<file path="config.mk">
export PLATFORM = sky130hd
export DESIGN_NAME = code_lock_ctrl
export DESIGN_NICKNAME = d
export VERILOG_FILES = /design/src/rtl/code_lock_ctrl.sv
export SDC_FILE = /design/constraint.sdc
export NUM_CORES = 1
export LEC_CHECK = 0
export ABC_AREA = 1
export CELL_PAD_IN_SITES_DETAIL_PLACEMENT = 1
export CELL_PAD_IN_SITES_GLOBAL_PLACEMENT = 2
export CORE_MARGIN = 3
export CORE_UTILIZATION = 33
export DETAILED_ROUTE_END_ITERATION = 12
export PLACE_DENSITY = 0.88
export SLEW_MARGIN = 30
export SYNTH_ARGS = -nofsm -noshare
export SYNTH_HDL_FRONTEND = slang
export SYNTH_SLANG_ARGS = --single-unit
</file>
<file path="constraint.sdc">
create_clock -name CLK -period 1.91 [get_ports CLK]
set_input_delay 0.382 -clock CLK [delete_from_list [all_inputs] [get_ports CLK]]
set_output_delay 0.382 -clock CLK [all_outputs]
set_load 0.05 [all_outputs]
</file>
<file path="src/rtl/code_lock_ctrl.sv">
`timescale 1ns/1ps
// -----------------------------------------------------------------------------
// code_lock_ctrl
//
// Purpose:
//   Lock controller behind the 4-digit BCD switch-entry block. On a CONFIRM
//   pulse the entered digits are latched and checked one cycle later against
//   the stored user code and the fixed admin key. The controller opens the
//   lock, reports failures, enters code-change (ADMIN) mode and raises a timed
//   alarm after MAX_TRIES consecutive failures.
//
// Ports:
//   CLK           in   system clock
//   RESET_N       in   asynchronous active-low reset
//   SEQUENCE      in   [15:0] entered digits, digit 0 in [3:0], unused = 4'hF
//   SEQUENCE_BIT  in   [2:0]  number of digits entered (0..4)
//   CONFIRM       in   one-cycle confirm pulse
//   CLEAR         in   one-cycle abort / relock pulse
//   UNLOCK        out  lock open
//   ALARM         out  lockout alarm active
//   FAIL          out  one-cycle pulse on wrong / invalid code
//   INPUT_ERR     out  one-cycle pulse on a malformed CONFIRM
//   CODE_UPDATED  out  one-cycle pulse when a new user code is stored
//   SEQ_CLEAR     out  one-cycle pulse telling the entry block to discard
//   ERR_CNT       out  [3:0] consecutive failure count
//   STATE         out  [2:0] LOCKED=0 CHECK=1 OPEN=2 ADMIN=3 ALARM=4
//
// Configuration macro:
//   CODE_LOCK_RETAIN_CODE_EN - when defined, the user-code register is not
//   touched by RESET_N (only a register initialiser loads DEFAULT_CODE), so a
//   code changed in ADMIN mode survives a reset.
// -----------------------------------------------------------------------------
module code_lock_ctrl #(
    parameter logic [15:0] DEFAULT_CODE = 16'h1234,
    parameter logic [15:0] ADMIN_KEY    = 16'h9999,
    parameter int          MAX_TRIES    = 3,
    parameter int          UNLOCK_TICKS = 100,
    parameter int          ALARM_TICKS  = 200
) (
    input  logic        CLK,
    input  logic        RESET_N,
    input  logic [15:0] SEQUENCE,
    input  logic [2:0]  SEQUENCE_BIT,
    input  logic        CONFIRM,
    input  logic        CLEAR,
    output logic        UNLOCK,
    output logic        ALARM,
    output logic        FAIL,
    output logic        INPUT_ERR,
    output logic        CODE_UPDATED,
    output logic        SEQ_CLEAR,
    output logic [3:0]  ERR_CNT,
    output logic [2:0]  STATE
);

    typedef enum logic [2:0] {
        ST_LOCKED = 3'd0,
        ST_CHECK  = 3'd1,
        ST_OPEN   = 3'd2,
        ST_ADMIN  = 3'd3,
        ST_ALARM  = 3'd4
    } state_t;

    // The code parameters are written in keypad order (first typed digit
    // leftmost, so "1234" reads as typed). The entry block packs the first
    // typed digit into [3:0], so the parameters are nibble-reversed once here
    // to share the SEQUENCE packing; e.g. DEFAULT_CODE 16'h1234 is matched by
    // SEQUENCE 16'h4321.
    localparam logic [15:0] RESET_CODE = {DEFAULT_CODE[3:0], DEFAULT_CODE[7:4],
                                          DEFAULT_CODE[11:8], DEFAULT_CODE[15:12]};
    localparam logic [15:0] ADMIN_CODE = {ADMIN_KEY[3:0], ADMIN_KEY[7:4],
                                          ADMIN_KEY[11:8], ADMIN_KEY[15:12]};
    localparam logic [3:0]  MAX_CNT    = 4'(MAX_TRIES);
    localparam logic [15:0] UNLOCK_LD  = 16'(UNLOCK_TICKS);
    localparam logic [15:0] ALARM_LD   = 16'(ALARM_TICKS);

    function automatic logic bcd_ok(input logic [15:0] v);
        return (v[3:0] <= 4'd9) && (v[7:4] <= 4'd9) &&
               (v[11:8] <= 4'd9) && (v[15:12] <= 4'd9);
    endfunction

    state_t      r_state;
    logic [15:0] r_timer;
    logic [15:0] r_cand;
    logic [3:0]  w_err_next;
    logic        w_entry_ok;
    logic        w_cand_ok;
    logic        w_code_we;

    assign w_entry_ok = (SEQUENCE_BIT == 3'd4) && bcd_ok(SEQUENCE);
    assign w_cand_ok  = bcd_ok(r_cand);
    // Saturating increment of the failure count.
    assign w_err_next = (ERR_CNT >= MAX_CNT) ? MAX_CNT : ERR_CNT + 4'd1;
    // CLEAR has priority over CONFIRM in ADMIN, so it also blocks the write.
    assign w_code_we  = (r_state == ST_ADMIN) && !CLEAR && CONFIRM && w_entry_ok;
    assign STATE      = r_state;

`ifdef CODE_LOCK_RETAIN_CODE_EN
    logic [15:0] r_code = RESET_CODE;

    always_ff @(posedge CLK) begin
        if (w_code_we) r_code <= SEQUENCE;
    end
`else
    logic [15:0] r_code;

    always_ff @(posedge CLK or negedge RESET_N) begin
        if (!RESET_N)       r_code <= RESET_CODE;
        else if (w_code_we) r_code <= SEQUENCE;
    end
`endif

    always_ff @(posedge CLK or negedge RESET_N) begin
        if (!RESET_N) begin
            r_state      <= ST_LOCKED;
            r_timer      <= 16'd0;
            r_cand       <= 16'hFFFF;
            UNLOCK       <= 1'b0;
            ALARM        <= 1'b0;
            FAIL         <= 1'b0;
            INPUT_ERR    <= 1'b0;
            CODE_UPDATED <= 1'b0;
            SEQ_CLEAR    <= 1'b0;
            ERR_CNT      <= 4'd0;
        end else begin
            // Pulse outputs default low every cycle.
            FAIL         <= 1'b0;
            INPUT_ERR    <= 1'b0;
            CODE_UPDATED <= 1'b0;
            SEQ_CLEAR    <= 1'b0;

            case (r_state)
                ST_LOCKED: begin
                    if (CONFIRM) begin
                        if (SEQUENCE_BIT != 3'd4) begin
                            INPUT_ERR <= 1'b1;
                        end else begin
                            r_cand    <= SEQUENCE;
                            SEQ_CLEAR <= 1'b1;
                            r_state   <= ST_CHECK;
                        end
                    end
                end

                ST_CHECK: begin
                    // User code first: a user code equal to the admin key opens.
                    if (w_cand_ok && r_cand == r_code) begin
                        ERR_CNT <= 4'd0;
                        r_timer <= UNLOCK_LD;
                        UNLOCK  <= 1'b1;
                        r_state <= ST_OPEN;
                    end else if (w_cand_ok && r_cand == ADMIN_CODE) begin
                        ERR_CNT <= 4'd0;
                        r_state <= ST_ADMIN;
                    end else begin
                        FAIL    <= 1'b1;
                        ERR_CNT <= w_err_next;
                        if (w_err_next == MAX_CNT) begin
                            r_timer <= ALARM_LD;
                            ALARM   <= 1'b1;
                            r_state <= ST_ALARM;
                        end else begin
                            r_state <= ST_LOCKED;
                        end
                    end
                end

                ST_OPEN: begin
                    if (CLEAR || r_timer <= 16'd1) begin
                        UNLOCK  <= 1'b0;
                        r_timer <= 16'd0;
                        r_state <= ST_LOCKED;
                    end else begin
                        r_timer <= r_timer - 16'd1;
                    end
                end

                ST_ADMIN: begin
                    if (CLEAR) begin
                        r_state <= ST_LOCKED;
                    end else if (CONFIRM) begin
                        if (w_entry_ok) begin
                            CODE_UPDATED <= 1'b1;
                            SEQ_CLEAR    <= 1'b1;
                            r_state      <= ST_LOCKED;
                        end else begin
                            INPUT_ERR <= 1'b1;
                        end
                    end
                end

                ST_ALARM: begin
                    if (r_timer <= 16'd1) begin
                        ALARM   <= 1'b0;
                        ERR_CNT <= 4'd0;
                        r_timer <= 16'd0;
                        r_state <= ST_LOCKED;
                    end else begin
                        r_timer <= r_timer - 16'd1;
                    end
                end

                default: r_state <= ST_LOCKED;
            endcase
        end
    end

endmodule

</file>
Word-level counts from Yosys, hierarchy flattened. Cells that the tools add are included.

Register bits: 61. Bits in latches: 0. RAM bits: 0. Bits in read-only memories: 0. Input bits: 23. Memories kept: 0.

Add/sub/neg operators: 2. $mul: 0. Divide/modulo/power cells: 0. Magnitude comparators: 10. Equality and inequality tests: 21. Shift-type cells: 0. Mux-type cells: 46. Bitwise operators: 1. Reductions and logical operators: 24.

Operators by type and width (number): 16-bit two-way mux (5); 16-bit one-hot mux with 3 select lines (1); 4-bit <= comparator (second input constant) (8); 3-bit two-way mux (10); 1-bit two-way mux (20); 16-bit == test (1); 16-bit == test (second input constant) (1); 16-bit by 1-bit <= comparator with 1-bit output (second input constant) (1); 4-bit two-way mux (4); 2-bit != test (second input constant) (8); 16-bit by 1-bit subtractor with 16-bit output (second input constant) (1); 3-bit != test (second input constant) (5); 3-bit one-hot mux with 5 select lines (1); 1-bit logical AND (12); 3-bit AND reduction (3); 1-bit one-hot mux with 2 select lines (4); 4-bit one-hot mux with 2 select lines (1); 3-bit by 2-bit == test with 1-bit output (second input constant) (2); 3-bit == test (second input constant) (2); 6-bit AND reduction (1); 5-bit AND reduction (1); 4-bit by 1-bit adder with 4-bit output (second input constant) (1); 4-bit by 2-bit == test with 1-bit output (second input constant) (1); 4-bit by 2-bit >= comparator with 1-bit output (second input constant) (1); other kinds (8) (9).

Longest topological paths before layout.
Depth after elaboration: 9. Depth in mapped cells: 12. Depth with buffers taken out: 11.

Least setup slack after synthesis. OpenSTA, ideal clock, no wires.

Kind: flip-flop to flip-flop. Start point: reg ERR_CNT[0]. End point: reg r_timer[6]. Data arrival time: 1706 ps. Data required time: 1789 ps. Path slack: 83 ps. Cell stages (with the launch flop): 11. Buffers on the path: 1. Period minus slack after synthesis: 1827 ps. Cells stage by stage: dfrtp_1 -> ha_1 -> nor3_1 -> nand2_1 -> nand2_1 -> nand2_1 -> nand2_2 -> nand2_4 -> nand2_4 -> buf_6 -> a21oi_4.

Cells in the longest elaborated chain, start to end: 5.

Ends and longest elaborated chain: from (decl) (line 52) `output logic [3:0] ERR_CNT,`; from (signal assigned) (line 157) `ERR_CNT <= w_err_next;`; 4-bit by 1-bit adder with 4-bit output / 4-bit by 2-bit >= comparator with 1-bit output (equally long branches) (line 93) `assign w_err_next = (ERR_CNT >= MAX_CNT) ? MAX_CNT : ERR_CNT + 4'd1;`; 4-bit two-way mux (*) (line 93); 4-bit by 2-bit == test with 1-bit output (*) (line 158) `if (w_err_next == MAX_CNT) begin`; 3-bit != test (no source line) (*); 3-bit AND reduction (no source line) (*); to (signal assigned) (line 174) `r_timer <= r_timer - 16'd1;`; to (signal assigned) (line 199) `r_timer <= r_timer - 16'd1;`; to (decl) (line 83) `logic [15:0] r_timer;`.

Every way passes the cells marked *; elsewhere a longest branch is shown, timed or not. A chain may end at the register's enable or synchronous reset.

Worst setup path after layout.
Start point: reg INPUT_ERR. End point: out INPUT_ERR.

RTL lines: from (decl) (line 49) `output logic INPUT_ERR,`; from (signal assigned) (line 121) `INPUT_ERR <= 1'b0;`; from (signal assigned) (line 128) `INPUT_ERR <= 1'b0;`; from (signal assigned) (line 136) `INPUT_ERR <= 1'b1;`.

No word-level cell between the ends.

==> impl_metrics.toml <==
[status]
status = "completed"

[clock_network]
cts_made_buffers = 9
ctsHtreeMaxLevel = 3
worstSkewPairLatency_ns = 0.34
clkSinkCount = 61
root_buffer = "clkbuf_8"
clockBufferDepth = 2
hold_buffers = 0
clk_pin_slew_ns = 0.07
cts_tree = "done"

[synthesis]
syn_area_per_cell_um2 = 7.30
yosys_register_bits = 61
synth_simple_gate_area_share_pct = 34.5
synth_xor_area_share_pct = 3.02
syn-num-nets = 502
synth.distinct_cells = 35
synthAdderAreaFrac_pct = 1.08
syn_inst = 476
yosys-mux-area-fraction_pct = 0
syn-cell-area_um2 = 3470
ys_warn_count = 0
synth_top_family_by_area = "simple AND/OR/NAND/NOR gates"
synth_compound_area_share_pct = 7.78
ys_seq_area_share_pct = 44.7

[finish]
final_cell_mix = "180 x nand2_1, 53 x inv_1, 40 x dfrtp_1, 32 x nor2_1, 32 x o21ai_0"
drive_gt1_share_pct = 19.5
n_fill_cell = 1284
mostFrequentLayoutCell = "nand2_1"
fin_cells = 667
fin_util_pct = 42.7
final_nets = 555
num_antenna_cells = 0
area_delta_synth_final_pct = 22.9

[timing]
final_hold_viol_count = 0
setup_ws_ns = 0.0657
setup_violations = 0
period_minus_slack_ns = 1.84
fmaxAchievable_ghz = 0.542
slew-limit-headroom_pct = 63.9
skew_ns = 0.0132
tns_ns = 0
fin_crit_sh_pct = 96.6
worst_pin_slew_ns = 0.542
drv_slew = 0

[setup_path]
cp_data_required_time_ns = 1.53
r2r_start = "r_cand[6]"
cp_slowest_stage_delay_ns = 0.80
worstPathCellList = "clkdlybuf4s50_1"
critPathSlowestCell = "clkdlybuf4s50_1"
cp-end-kind = "output port"
timing.critical_path.buf_inv = 1
crit_start = "INPUT_ERR"
crit_family = "buffers and inverters"
crit_type = "register to output port"
arrival_ns = 1.46
path_max_fanout = 1
critPathLaunchType = "register"

[power]
p_int_mw = 3.53
peakVddDrop_v = 0.000604
leakage_nw = 2.11
fin_total_pwr_mw = 6.42
combPwrFrac_pct = 46.4
switchingPower_mw = 2.89
p_clk_share_pct = 19.1
switching_share_pct = 45.0
p_per_area_nw_per_um2 = 1500
pwr-share-seq_pct = 34.5

[routing]
route.detailed.drc = 0
dr.pass1.iters = 4
via_per_inst = 4.73
postRouteAntennaNets = 0
wl_um = 9400
drt_iter0_markers = 76
vias = 3153
routedWlPerCell_um = 14.1

[job]
maxCapViolations = 0

[placement]
hpwl_um = 7230
port-buffer-count = 35
dp_slack_ns = -0.119
post-place-cells = 650
gp_congestion = 0.789

[grt]
gr-usage-all-layers_pct = 17.8
antenna_found_initial = 0
grt_max_degree = 29
grt_pass1_vias = 3400
grt_pass1_wl_um = 16500
gr-total-overflow = 0

[worst_hold_path]
hp-class = "primary input to asynchronous set/reset pin"

[die]
core_um2 = 10000
dieHeight_um = 109
num_rows = 36
initial_core_util_pct = 34.7
die-area_um2 = 11800
die_x_um = 109
io_pins = 36
==> path summary, 6_finish.rpt <==
kind,endpoint,slack [ns],cells after the start
setup / recovery,INPUT_ERR,0.07,1
hold / removal,CODE_UPDATED,0.02,1
setup reg to reg,r_timer[12],0.12,11
hold reg to reg,r_code[5],0.49,2
max in group asynchronous,r_cand[9],1.26,2
min in group CLK,r_code[5],0.49,2
==> cells in the mapped netlist, drive strengths merged <==
| library cell | instances | area (µm²) |
|---|---|---|
| nand2 | 187 | 729 |
| inv | 68 | 255 |
| nor2 | 44 | 205 |
| dfrtp | 40 | 1000 |
| o21ai | 37 | 185 |
| dfstp | 21 | 552 |
| nand3 | 17 | 103 |
| a21oi | 11 | 70.1 |
| nand4 | 10 | 62.6 |
| nor3 | 9 | 55.1 |
| xor2 | 8 | 70.1 |
| buf | 7 | 50.1 |
| xnor2 | 4 | 35.0 |
| ha | 3 | 37.5 |
| nor4 | 3 | 18.8 |
| or2 | 2 | 12.5 |
| a31oi | 1 | 6.26 |
| and3 | 1 | 6.26 |
| clkbuf | 1 | 3.75 |
| nand3b | 1 | 7.51 |
| o2111ai | 1 | 8.76 |
==> final cells by class <==
| class | count | area [µm²] | area share (%) |
|---|---|---|---|
| repair buffers | 50 | 448 | 10.5 |
| multi-input cells | 339 | 1630 | 38.3 |
| clock buffers | 12 | 165 | 3.87 |
| inverters | 68 | 258 | 6.04 |
| clock inverters | 4 | 45.0 | 1.06 |
| well taps | 133 | 166 | 3.90 |
| flip-flops and latches | 61 | 1550 | 36.4 |
==> state kept, by name (all words and copies together) (netlist names) <==
signal	cells
ALARM	1
CODE_UPDATED	1
ERR_CNT	4
FAIL	1
INPUT_ERR	1
SEQ_CLEAR	1
STATE	3
UNLOCK	1
r_cand	16
r_code	16
r_timer	16
==> per-layer routing <==
layer	global-route usage (%)	part of all wire, %	vias up	wire length [µm]
met3	3.32	3.1	10	294
met4	5.41	1.3	0	119
met5	0	0	-	0
met2	29.2	45	38	4260
met1	23.9	50	1524	4730
li1	-	-	1581	-
==> per-stage QoR <==
step                hold slack, ns  instance area [µm²]
finish                      0.0240                 4270
global route                0.0526                 4270
CTS                         0.0257                 4240
detailed placement           0.400                 4030
global placement             0.388                 4030
floorplan                   0.0864                 3470
==> cell families (layout without fill, tap and decap cells) <==
family / after synthesis / in the layout
XOR/XNOR: 12 / 12
adder cells (fa/ha/maj): 3 / 3
flip-flops: 61 / 61
buffers and inverters: 76 / 134
AND/OR/NAND/NOR: 274 / 274
AO/OA/AOI/OAI: 50 / 50
==> power by group through the flow <==
stage	Combinational (mW)	Clock, mW	Sequential, mW
3_5_place_dp	2.91	0	2.25
2_1_floorplan	1.96	0	2.34
5_1_grt	3.39	1.33	2.29
6_report	2.98	1.22	2.22
4_1_cts	2.93	1.27	2.23
3_3_place_gp	2.82	0	2.22
==> timing repair <==
| item | 4_1_cts | 5_1_grt |
|---|---|---|
| setup endpoints to repair | 0 | 17 |
| setup buffers | 0 | 1 |
| gates resized for setup | 0 | 6 |
No activity file was read; power rests on OpenSTA's default activity.
